`src/rtl/gpio_pkg.sv`:
```
// gpio_pkg: register map, access-size encodings and byte-enable helpers shared by the GPIO block.
package gpio_pkg;
    localparam logic [2:0] GPIO_REG_OUT    = 3'd0;
    localparam logic [2:0] GPIO_REG_IN     = 3'd1;
    localparam logic [2:0] GPIO_REG_EDGE   = 3'd2;
    localparam logic [2:0] GPIO_REG_IRQ_EN = 3'd3;
    localparam logic [2:0] GPIO_REG_SET    = 3'd4;
    localparam logic [2:0] GPIO_REG_CLR    = 3'd5;
    localparam logic [1:0] GPIO_SIZE_BYTE  = 2'd0;
    localparam logic [1:0] GPIO_SIZE_HALF  = 2'd1;
    localparam logic [1:0] GPIO_SIZE_WORD  = 2'd2;

    function automatic logic [3:0] gpio_byte_en(input logic [1:0] size, input logic [1:0] addr);
        return size == GPIO_SIZE_BYTE ? 4'b0001 << addr :
               size == GPIO_SIZE_HALF ? 4'b0011 << addr : 4'b1111;
    endfunction

    function automatic logic [31:0] gpio_be_mask(input logic [3:0] be);
        return {{8{be[3]}}, {8{be[2]}}, {8{be[1]}}, {8{be[0]}}};
    endfunction
endpackage

```
`src/rtl/gpio_debounce.sv`:
```
// gpio_debounce: accepts a new level on one synchronised input after it has held for DEBOUNCE_CYCLES edges.
module gpio_debounce #(
    parameter int DEBOUNCE_CYCLES = 16
) (
    input  logic clk,
    input  logic reset_n,
    input  logic din,
    output logic stable,
    output logic chg
);
    localparam int W = $clog2(DEBOUNCE_CYCLES);
    localparam logic [W-1:0] LAST = W'(DEBOUNCE_CYCLES - 1);
    logic [W-1:0] cnt;
    assign chg = (din != stable) && (cnt == LAST);
    always_ff @(posedge clk) begin
        if (!reset_n) begin
            stable <= 1'b0;
            cnt    <= '0;
        end else if (din == stable) begin
            cnt <= '0;
        end else if (chg) begin
            stable <= din;
            cnt    <= '0;
        end else begin
            cnt <= cnt + 1'b1;
        end
    end
endmodule

```
`src/rtl/dbus_gpio.sv`:
```
// dbus_gpio: dBus GPIO peripheral with outputs, synchronised inputs, sticky edge flags and level irq.
// Define GPIO_DEBOUNCE_EN to insert a per-input debounce filter after the synchroniser.
module dbus_gpio
    import gpio_pkg::*;
#(
    parameter int N_OUT           = 3,
    parameter int N_IN            = 1,
    parameter bit OUT_ACTIVE_LOW  = 1'b1,
    parameter int DEBOUNCE_CYCLES = 16
) (
    input  logic             clk,
    input  logic             reset_n,
    input  logic             cmd_valid,
    input  logic             cmd_wr,
    input  logic [4:0]       cmd_addr,
    input  logic [31:0]      cmd_data,
    input  logic [1:0]       cmd_size,
    output logic             rsp_valid,
    output logic [31:0]      rsp_data,
    output logic [N_OUT-1:0] gpio_out,
    input  logic [N_IN-1:0]  gpio_in,
    output logic             irq
);
    logic [N_IN-1:0]  sync0, sync1, in_stable, chg, edge_flags, irq_en;
    logic [N_OUT-1:0] out_q;
    logic [31:0]      mask, wd, out_nxt, ie_nxt, w1c, rd_data;
    logic [2:0]       ra;
    logic             we, re;
    logic             unused_bits;

    always_comb begin
        mask    = gpio_be_mask(gpio_byte_en(cmd_size, cmd_addr[1:0]));
        wd      = cmd_data & mask;
        ra      = cmd_addr[4:2];
        we      = cmd_valid && cmd_wr;
        re      = cmd_valid && !cmd_wr;
        out_nxt = !we                ? 32'(out_q) :
                  ra == GPIO_REG_OUT ? (32'(out_q) & ~mask) | wd :
                  ra == GPIO_REG_SET ? 32'(out_q) | wd :
                  ra == GPIO_REG_CLR ? 32'(out_q) & ~wd : 32'(out_q);
        ie_nxt  = (we && ra == GPIO_REG_IRQ_EN) ? (32'(irq_en) & ~mask) | wd : 32'(irq_en);
        w1c     = (we && ra == GPIO_REG_EDGE) ? wd : 32'd0;
        rd_data = ra == GPIO_REG_OUT    ? 32'(out_q) :
                  ra == GPIO_REG_IN     ? 32'(in_stable) :
                  ra == GPIO_REG_EDGE   ? 32'(edge_flags) :
                  ra == GPIO_REG_IRQ_EN ? 32'(irq_en) : 32'd0;
    end

    assign unused_bits = ^{out_nxt, ie_nxt, w1c};
    assign gpio_out    = out_q ^ {N_OUT{OUT_ACTIVE_LOW}};

`ifdef GPIO_DEBOUNCE_EN
    for (genvar i = 0; i < N_IN; i++) begin : g_dbn
        gpio_debounce #(.DEBOUNCE_CYCLES(DEBOUNCE_CYCLES)) u_dbn (
            .clk    (clk),
            .reset_n(reset_n),
            .din    (sync1[i]),
            .stable (in_stable[i]),
            .chg    (chg[i])
        );
    end
`else
    localparam int unused_dc = DEBOUNCE_CYCLES;
    assign chg = sync1 ^ in_stable;
    always_ff @(posedge clk) begin
        if (!reset_n) in_stable <= '0;
        else          in_stable <= sync1;
    end
`endif

    // A fresh edge wins over a same-cycle W1C so no transition is ever lost.
    always_ff @(posedge clk) begin
        if (!reset_n) begin
            sync0      <= '0;
            sync1      <= '0;
            out_q      <= '0;
            irq_en     <= '0;
            edge_flags <= '0;
            irq        <= 1'b0;
            rsp_valid  <= 1'b0;
            rsp_data   <= '0;
        end else begin
            sync0      <= gpio_in;
            sync1      <= sync0;
            out_q      <= out_nxt[N_OUT-1:0];
            irq_en     <= ie_nxt[N_IN-1:0];
            edge_flags <= (edge_flags & ~w1c[N_IN-1:0]) | chg;
            irq        <= |(edge_flags & irq_en);
            rsp_valid  <= re;
            if (re) rsp_data <= rd_data;
        end
    end
endmodule

```
`config.mk`:
```
export PLATFORM = sky130hd
export DESIGN_NAME = dbus_gpio
export DESIGN_NICKNAME = d
export VERILOG_FILES = /design/src/rtl/gpio_pkg.sv /design/src/rtl/gpio_debounce.sv /design/src/rtl/dbus_gpio.sv
export SDC_FILE = /design/constraint.sdc
export NUM_CORES = 1
export LEC_CHECK = 0
export BUFFER_PORTS_ARGS = -buffer_cell sky130_fd_sc_hd__buf_2
export CAP_MARGIN = 10
export CELL_PAD_IN_SITES_DETAIL_PLACEMENT = 1
export CELL_PAD_IN_SITES_GLOBAL_PLACEMENT = 2
export CORE_AREA = 2 2 77 79
export DETAILED_ROUTE_END_ITERATION = 6
export DIE_AREA = 0 0 79 81
export PLACE_DENSITY_LB_ADDON = 0.1
export SYNTH_ARGS = -nofsm -noshare
export SYNTH_HDL_FRONTEND = slang
export SYNTH_HIERARCHICAL = 1
export SYNTH_SLANG_ARGS = --single-unit
```
`constraint.sdc`:
```
create_clock -name clk -period 1 [get_ports clk]
set_input_delay 0.15 -clock clk [delete_from_list [all_inputs] [get_ports clk]]
set_output_delay 0.15 -clock clk [all_outputs]
set_load 0.01 [all_outputs]
```
# == Word-level counts from Yosys, hierarchy flattened ==
# Cells that the tools add are included.
# word_totals
register_bits,42
inputBits,44
wordCells,51
# op_classes
eq_ne,6
shifts,2
muxes,10
bitwise,15
n_reduce_logical,9
# op_table
op,count
two-way mux 3 bit,4
AND 3 bit,3
inverter 3 bit,3
"equality test 3 x 2 -> 1 bit, second input constant",2
"equality test 3 bit, second input constant",2
two-way mux 1 bit,6
bitwise OR 3 bit,2
logical AND 1 bit,4
AND 1 bit,3
"equality test 3 x 1 -> 1 bit, second input constant",1
logical NOT 3 bit,1
nonzero test 3 bit,1
"equality test 2 x 1 -> 1 bit, second input constant",1
logical NOT 2 bit,1
bitwise OR 1 bit,2
AND reduction 2 bit,1
"<< shifter 1 x 2 -> 1 bit, first input constant",1
"<< shifter 2 x 2 -> 1 bit, first input constant",1
logical NOT 1 bit,1
inverter 1 bit,1
bitwise XOR 1 bit,1

# == Longest topological paths before layout ==
# Gate-level depths: netlist (run 1).
# depth
depth_word,9
ltp_mapped,3
ltp_nobuf,3

# == Least setup slack after synthesis (run 1) ==
# No wires, ideal clock.
# synth_timing
kind,register -> register
from,reg (tool-made name)
to,reg rsp_data[0]
setup_time_ns,0.114
arrival_ns,0.877
setup_slack_ns,0.008
path_stages_with_launch,4
period_less_slack_ns,0.992
cell_sequence,dfxtp_1 mux4_2 nand4b_1 nand2_1
# synth_rtl
element,line_no,source
to (signal assigned),dbus_gpio.sv:90,if (re) rsp_data <= rd_data;
to (decl),dbus_gpio.sv:19,"output logic [31:0] rsp_data,"

==> results of run 1 <==
[synthesized netlist by cell type (2+ instances only)]
cell      number  area (sq um)
and2_1         4          25.0
mux2i_1        2          20.0
o21ai_0        2          10.0
nand2_1        6          22.5
inv_1          4          15.0
dfxtp_1       13           260
nand3_1        5          25.0
buf_4         30           225
nor2b_1        2          12.5
a21boi_0       2          15.0
[metrics by stage]
step                TNS [ns]  cells  utilization, %  power (mW)  setup slack, ns
finish               -0.0463    199            19.0        1.24          -0.0463
global route         -0.0714    199            19.0        1.32          -0.0577
CTS                  -0.0561    199            18.9        1.26          -0.0561
detailed placement    -0.578    195            17.8       0.762           -0.125
global placement      -0.493    195            17.8       0.759           -0.119
floorplan                  0    121               -       0.752          0.00848
[final cells by class]
| type | count | area [sq um] | share of cell area (%) |
|---|---|---|---|
| multi-input cells | 74 | 484 | 44.8 |
| flip-flops and latches | 13 | 264 | 24.4 |
| repair buffers | 29 | 175 | 16.2 |
| well taps | 75 | 93.8 | 8.69 |
| clock buffers | 4 | 45.0 | 4.17 |
| inverters | 4 | 17.5 | 1.62 |
[what timing repair did]
| item | CTS | global route |
|---|---|---|
| endpoints found under the setup margin | 2 | 3 |
| buffers inserted | 0 | 0 |
| hold endpoints to repair | 0 | 0 |
| resized for setup | 6 | 2 |
| cloned | 0 | 0 |
[metal layers]
layer  global-route usage (%)  share of wire [%]  up-vias
met5                        0                  0        -
met4                     2.59                1.2        0
met3                     1.44                4.8        2
met2                     12.2                 53       22
met1                     7.64                 40      316
li1                         -                  -      323
[critical path: cells and delay by family, from the launching register on]
family / cells / cell delay, ns
DFF: 1 / 0.32
muxes: 1 / 0.45
and+or+nand+nor: 2 / 0.17
[kinds of logic (layout without fill, tap and decap cells)]
family	count (synthesis)	in the layout	synth area share, %
DFF	13	13	29.8
muxes	3	3	4.87
other	1	29	0.429
AOI/OAI and AO/OA	13	13	14.3
and+or+nand+nor	28	28	22.1
xor gates and xnor gates	1	1	1.00
buffers and inverters	34	37	27.5
[path summary, 6_finish.rpt]
| check | from | endpoint | slack, ns | depth (start not counted) |
|---|---|---|---|---|
| worst max-delay path | register | rsp_data[0] | -0.05 | 3 |
| worst max register to register | register | rsp_data[0] | -0.05 | 3 |
| worst min register to register | sync0 | sync1 | 0.44 | 1 |
| worst min-delay path | gpio_in | sync0 | 0.13 | 2 |
[power groups by stage]
stage          Sequential (mW)  Clock, mW  Combinational (mW)
2_1_floorplan            0.547          0               0.205
3_3_place_gp             0.547          0               0.212
3_5_place_dp             0.547          0               0.215
4_1_cts                  0.536      0.509               0.218
5_1_grt                  0.538      0.537               0.246
6_report                 0.536      0.482               0.219
==> run summary, run 1 <==
status -> finished, violations left
failing checks -> negative setup slack
max frequency -> 0.956 GHz
Final HPWL DP -> 1.71 mm
Synth-to-Final Area Change -> 23.6%
CP endpoint kind -> register
Slowest cell on crit path -> mux4_2
minimum clock period -> 1.05 ns
Net Sw Frac -> 27.5%
number of synthesized flops with an enable pin -> 0
first-pass GRT wire length -> 3.26 mm
Via Count -> 663
final setup vio count -> 1
final WL -> 2.13 mm
Critical Path RT -> 1.14 ns
vias in the first global route -> 639
hold_buf cts -> 0
largest net degree at the start of global routing -> 16
Clock Tree Buf Depth -> 2
# diodes -> 0
clk root buf -> clkbuf_8
Worst path max stage delay -> 0.45 ns
# rows -> 28
# fillers -> 701
total die area -> 0.00640 sq mm
NetSw -> 0.340 mW
dpl cell area -> 0.00101 sq mm
CTS tree -> built
combinational share of power -> 17.7%
leading cell type in the layout, fill and taps excluded -> conb_1
pwr/cell area -> 1150 mW/mm^2
WL/cell -> 10.7 microns
register area share after synthesis -> 29.8%
leakage dissipation -> 0.484 nW
synthesized area -> 873 sq um
MaxCap Viol Count -> 0
Final Max Tran Viols -> 0
hold slack -> 0.128 ns
synth unique cells -> 33
Num CTS Buffers -> 3
Post-synth ARST share -> 0%
chip width -> 79 microns
Hold Vio Cnt, Final -> 0
Die Y -> 81 microns
later-pin clock latency in the skew report -> 0.24 ns
Peak VDD IR -> 327 uV
initial antenna violation count -> 0
CORE AREA -> 0.00568 sq mm
Port Buf Inserts -> 21
GRT Residual Overflow -> 0
final cycle utilization of the critical path -> 105%
clk_skew -> 0.00283 ns
final setup margin -> -0.0463 ns
Seq pwr share -> 43.4%
RSZ-0062 raised after global routing -> yes
clock sink count -> 13
post-route ant nets -> 0
fraction of layout cells with a size suffix above 1 -> 36.3%
clock share of power -> 38.9%
kind of start point of the critical path -> register
internal power -> 0.897 mW
Cells after Synth -> 93
vias per cell -> 3.33
Synth Flop Type -> dfxtp_1
Yosys reg bits -> 13
htree depth -> 1
Initial Util -> 15.4%
GRT Resource Usage Total -> 6.69%
Total Nets Final -> 169
maximum fanout along the worst path -> 2
IO Pins -> 81
kind of critical path -> register to register
most frequent cells in the layout -> conb_1 (29), buf_2 (20), dfxtp_1 (10)
Worst EP arrival -> 1.18 ns
Final GP Congestion -> 0.702
router iterations before antenna repair -> 4
clock-pin slew on the worst setup and hold paths -> 0.06 ns
Finished Cell Area -> 0.00108 sq mm
HP Class -> input pin to register
Initial DRC Count -> 17
Synthesis Warnings -> 6
DRC -> 0
Avg Cell Area, Syn -> 9.39 sq um
crit-path cells -> mux4_2, nand4b_1, nand2_1
No activity file was read; power rests on OpenSTA's default activity.
==> run 2, diff against run 1 <==
--- a/config.mk
+++ b/config.mk
@@ -13,7 +13,7 @@
 export DETAILED_ROUTE_END_ITERATION = 6
 export DIE_AREA = 0 0 79 81
 export PLACE_DENSITY_LB_ADDON = 0.1
+export SETUP_SLACK_MARGIN = 0.1
 export SYNTH_ARGS = -nofsm -noshare
 export SYNTH_HDL_FRONTEND = slang
-export SYNTH_HIERARCHICAL = 1
 export SYNTH_SLANG_ARGS = --single-unit
==> run summary, run 2 <==
status -> finished, violations left
failing checks -> negative setup slack
top cells by count, synth -> buf_4 (30), dfxtp_1 (13), nand2_1 (6)
IO Pins -> 81
DRC -> 0
clock sink count -> 13
RSZ-0062 raised after global routing -> yes
largest net degree at the start of global routing -> 13
Post-synth ARST share -> 0%
first-pass GRT wire length -> 3.24 mm
kind of start point of the critical path -> register
hold slack -> 0.113 ns
leading cell type in the layout, fill and taps excluded -> conb_1
# diodes -> 0
Cells after Synth -> 93
minimum clock period -> 1.05 ns
leakage dissipation -> 0.518 nW
Critical Path RT -> 1.14 ns
kind of critical path -> register to register
vias in the first global route -> 661
max frequency -> 0.956 GHz
Yosys top cell area share -> 29.8%
# rows -> 28
crit-path cells -> mux4_2, nand4b_1, nand2_1
dpl cell area -> 0.00102 sq mm
number of synthesized flops with an enable pin -> 0
Initial Util -> 15.4%
Yosys reg bits -> 13
Compound-Gate Fraction of Synth Area -> 14.3%
Worst EP arrival -> 1.18 ns
initial antenna violation count -> 0
maximum fanout along the worst path -> 2
CP endpoint kind -> register
final setup vio count -> 1
fraction of the mapped netlist area in adder cells -> 0%
vias per cell -> 3.36
Finished Cell Area -> 0.00115 sq mm
Synth Area in Simple Gates -> 22.1%
Synthesis Warnings -> 0
pwr/cell area -> 1090 mW/mm^2
Synth-to-Final Area Change -> 31.4%
HP Class -> input pin to register
register area share after synthesis -> 29.8%
Area contributors post-synth -> dfxtp_1 (30%), buf_4 (26%), a2111oi_4 (3.2%)
clk root buf -> clkbuf_8
multiplexer share of the synthesized area -> 4.87%
post-route ant nets -> 0
GRT Residual Overflow -> 0
placed insts -> 195
XOR/XNOR Fraction of Synth Area -> 1.00%
count leader, synth -> buf_4
synth unique cells -> 33
final setup margin -> -0.0463 ns
total die area -> 0.00640 sq mm
main combinational cell family by area after synthesis -> buffers and inverters
Worst Hold Launch -> gpio_in
clock-pin slew on the worst setup and hold paths -> 0.06 ns
CORE AREA -> 0.00568 sq mm
chip width -> 79 microns
Synth Flop Type -> dfxtp_1
final std cells w/o fill -> 203
synthesized area -> 873 sq um
router iterations before antenna repair -> 2
Worst path max stage delay -> 0.46 ns
final core occ -> 20.2%
clk_skew -> 0.00724 ns
Final GP Congestion -> 0.660
Num CTS Buffers -> 3
Final Max Tran Viols -> 0
final WL -> 2.11 mm
WL/cell -> 10.4 microns
Overall Power -> 1.25 mW
Post-Place Worst Slack -> -0.116 ns
Hold Vio Cnt, Final -> 0
Slowest cell on crit path -> mux4_2
Initial DRC Count -> 25
Port Buf Inserts -> 21
most frequent cells in the layout -> conb_1 (29), buf_2 (17), buf_4 (10)
later-pin clock latency in the skew report -> 0.25 ns
Clock Tree Buf Depth -> 2
htree depth -> 1
# fillers -> 696
Die Y -> 81 microns
cell accounting for the most synthesized area -> dfxtp_1
Peak VDD IR -> 338 uV
Via Count -> 683
Avg Cell Area, Syn -> 9.39 sq um
Total Nets Final -> 173
MaxCap Viol Count -> 0
CTS tree -> built
fraction of layout cells with a size suffix above 1 -> 42.2%
final cycle utilization of the critical path -> 105%
Final HPWL DP -> 1.68 mm
setup TNS -> -0.0463 ns
GRT Resource Usage Total -> 6.58%
## run 2: changes by cell type in the layout (fill, tap and decap cells not counted), moves of 2 or more
cell,change
inv_1,-2
buf_2,-3
buf_6,+4
buf_4,+3
inv_2,+2
## run 2: worst paths after layout
path	to	slack, ns	cells past startpoint
worst min-delay path	sync0	0.11	2
worst max register to register	rsp_data[0]	-0.05	3
worst max-delay path	rsp_data[0]	-0.05	3
worst min register to register	sync1	0.44	1
## run 2: cell type report
type	instances	area [sq um]	share of cell area (%)
Clock buffer	4	45.0	3.93
Sequential cell	13	265	23.1
Multi-Input combinational cell	74	498	43.4
Inverter	4	17.5	1.53
Tap cell	75	93.8	8.18
Timing Repair Buffer	33	228	19.8
## run 2: per-layer routing
layer  up-vias  GRT usage, %  routed length, microns
met5         -             0                       0
met4         0          2.07                      28
met3         4          2.11                     154
met2        31          10.8                    1020
met1       320          8.18                     903
li1        328             -                       -
## run 2: where the power goes
group | leakage, nW | total [mW] | internal (mW) | switching, mW
sequential | 0.108 | 0.536 | 0.531 | 0.00559
combinational | 0.387 | 0.231 | 0.0939 | 0.137
clock | 0.0228 | 0.485 | 0.282 | 0.203
## run 2: logic make-up (layout without fill, tap and decap cells)
family	after synthesis	in the layout
buffers and inverters	34	41
muxes	3	3
other	1	29
and+or+nand+nor	28	28
AOI/OAI and AO/OA	13	13
xor gates and xnor gates	1	1
DFF	13	13
## run 2: timing repair
item / 4_1_cts / 5_1_grt
gates resized for setup: 11 / 6
hold buffers: 0 / 0
setup buffers: 3 / 1
endpoints found under the setup margin: 5 / 7
pin swaps: 2 / 3
## run 2: critical path: cells and delay by family, from the launching register on
family | cells | cell delay (ns)
simple gates | 2 | 0.15
mux | 1 | 0.46
flops | 1 | 0.32
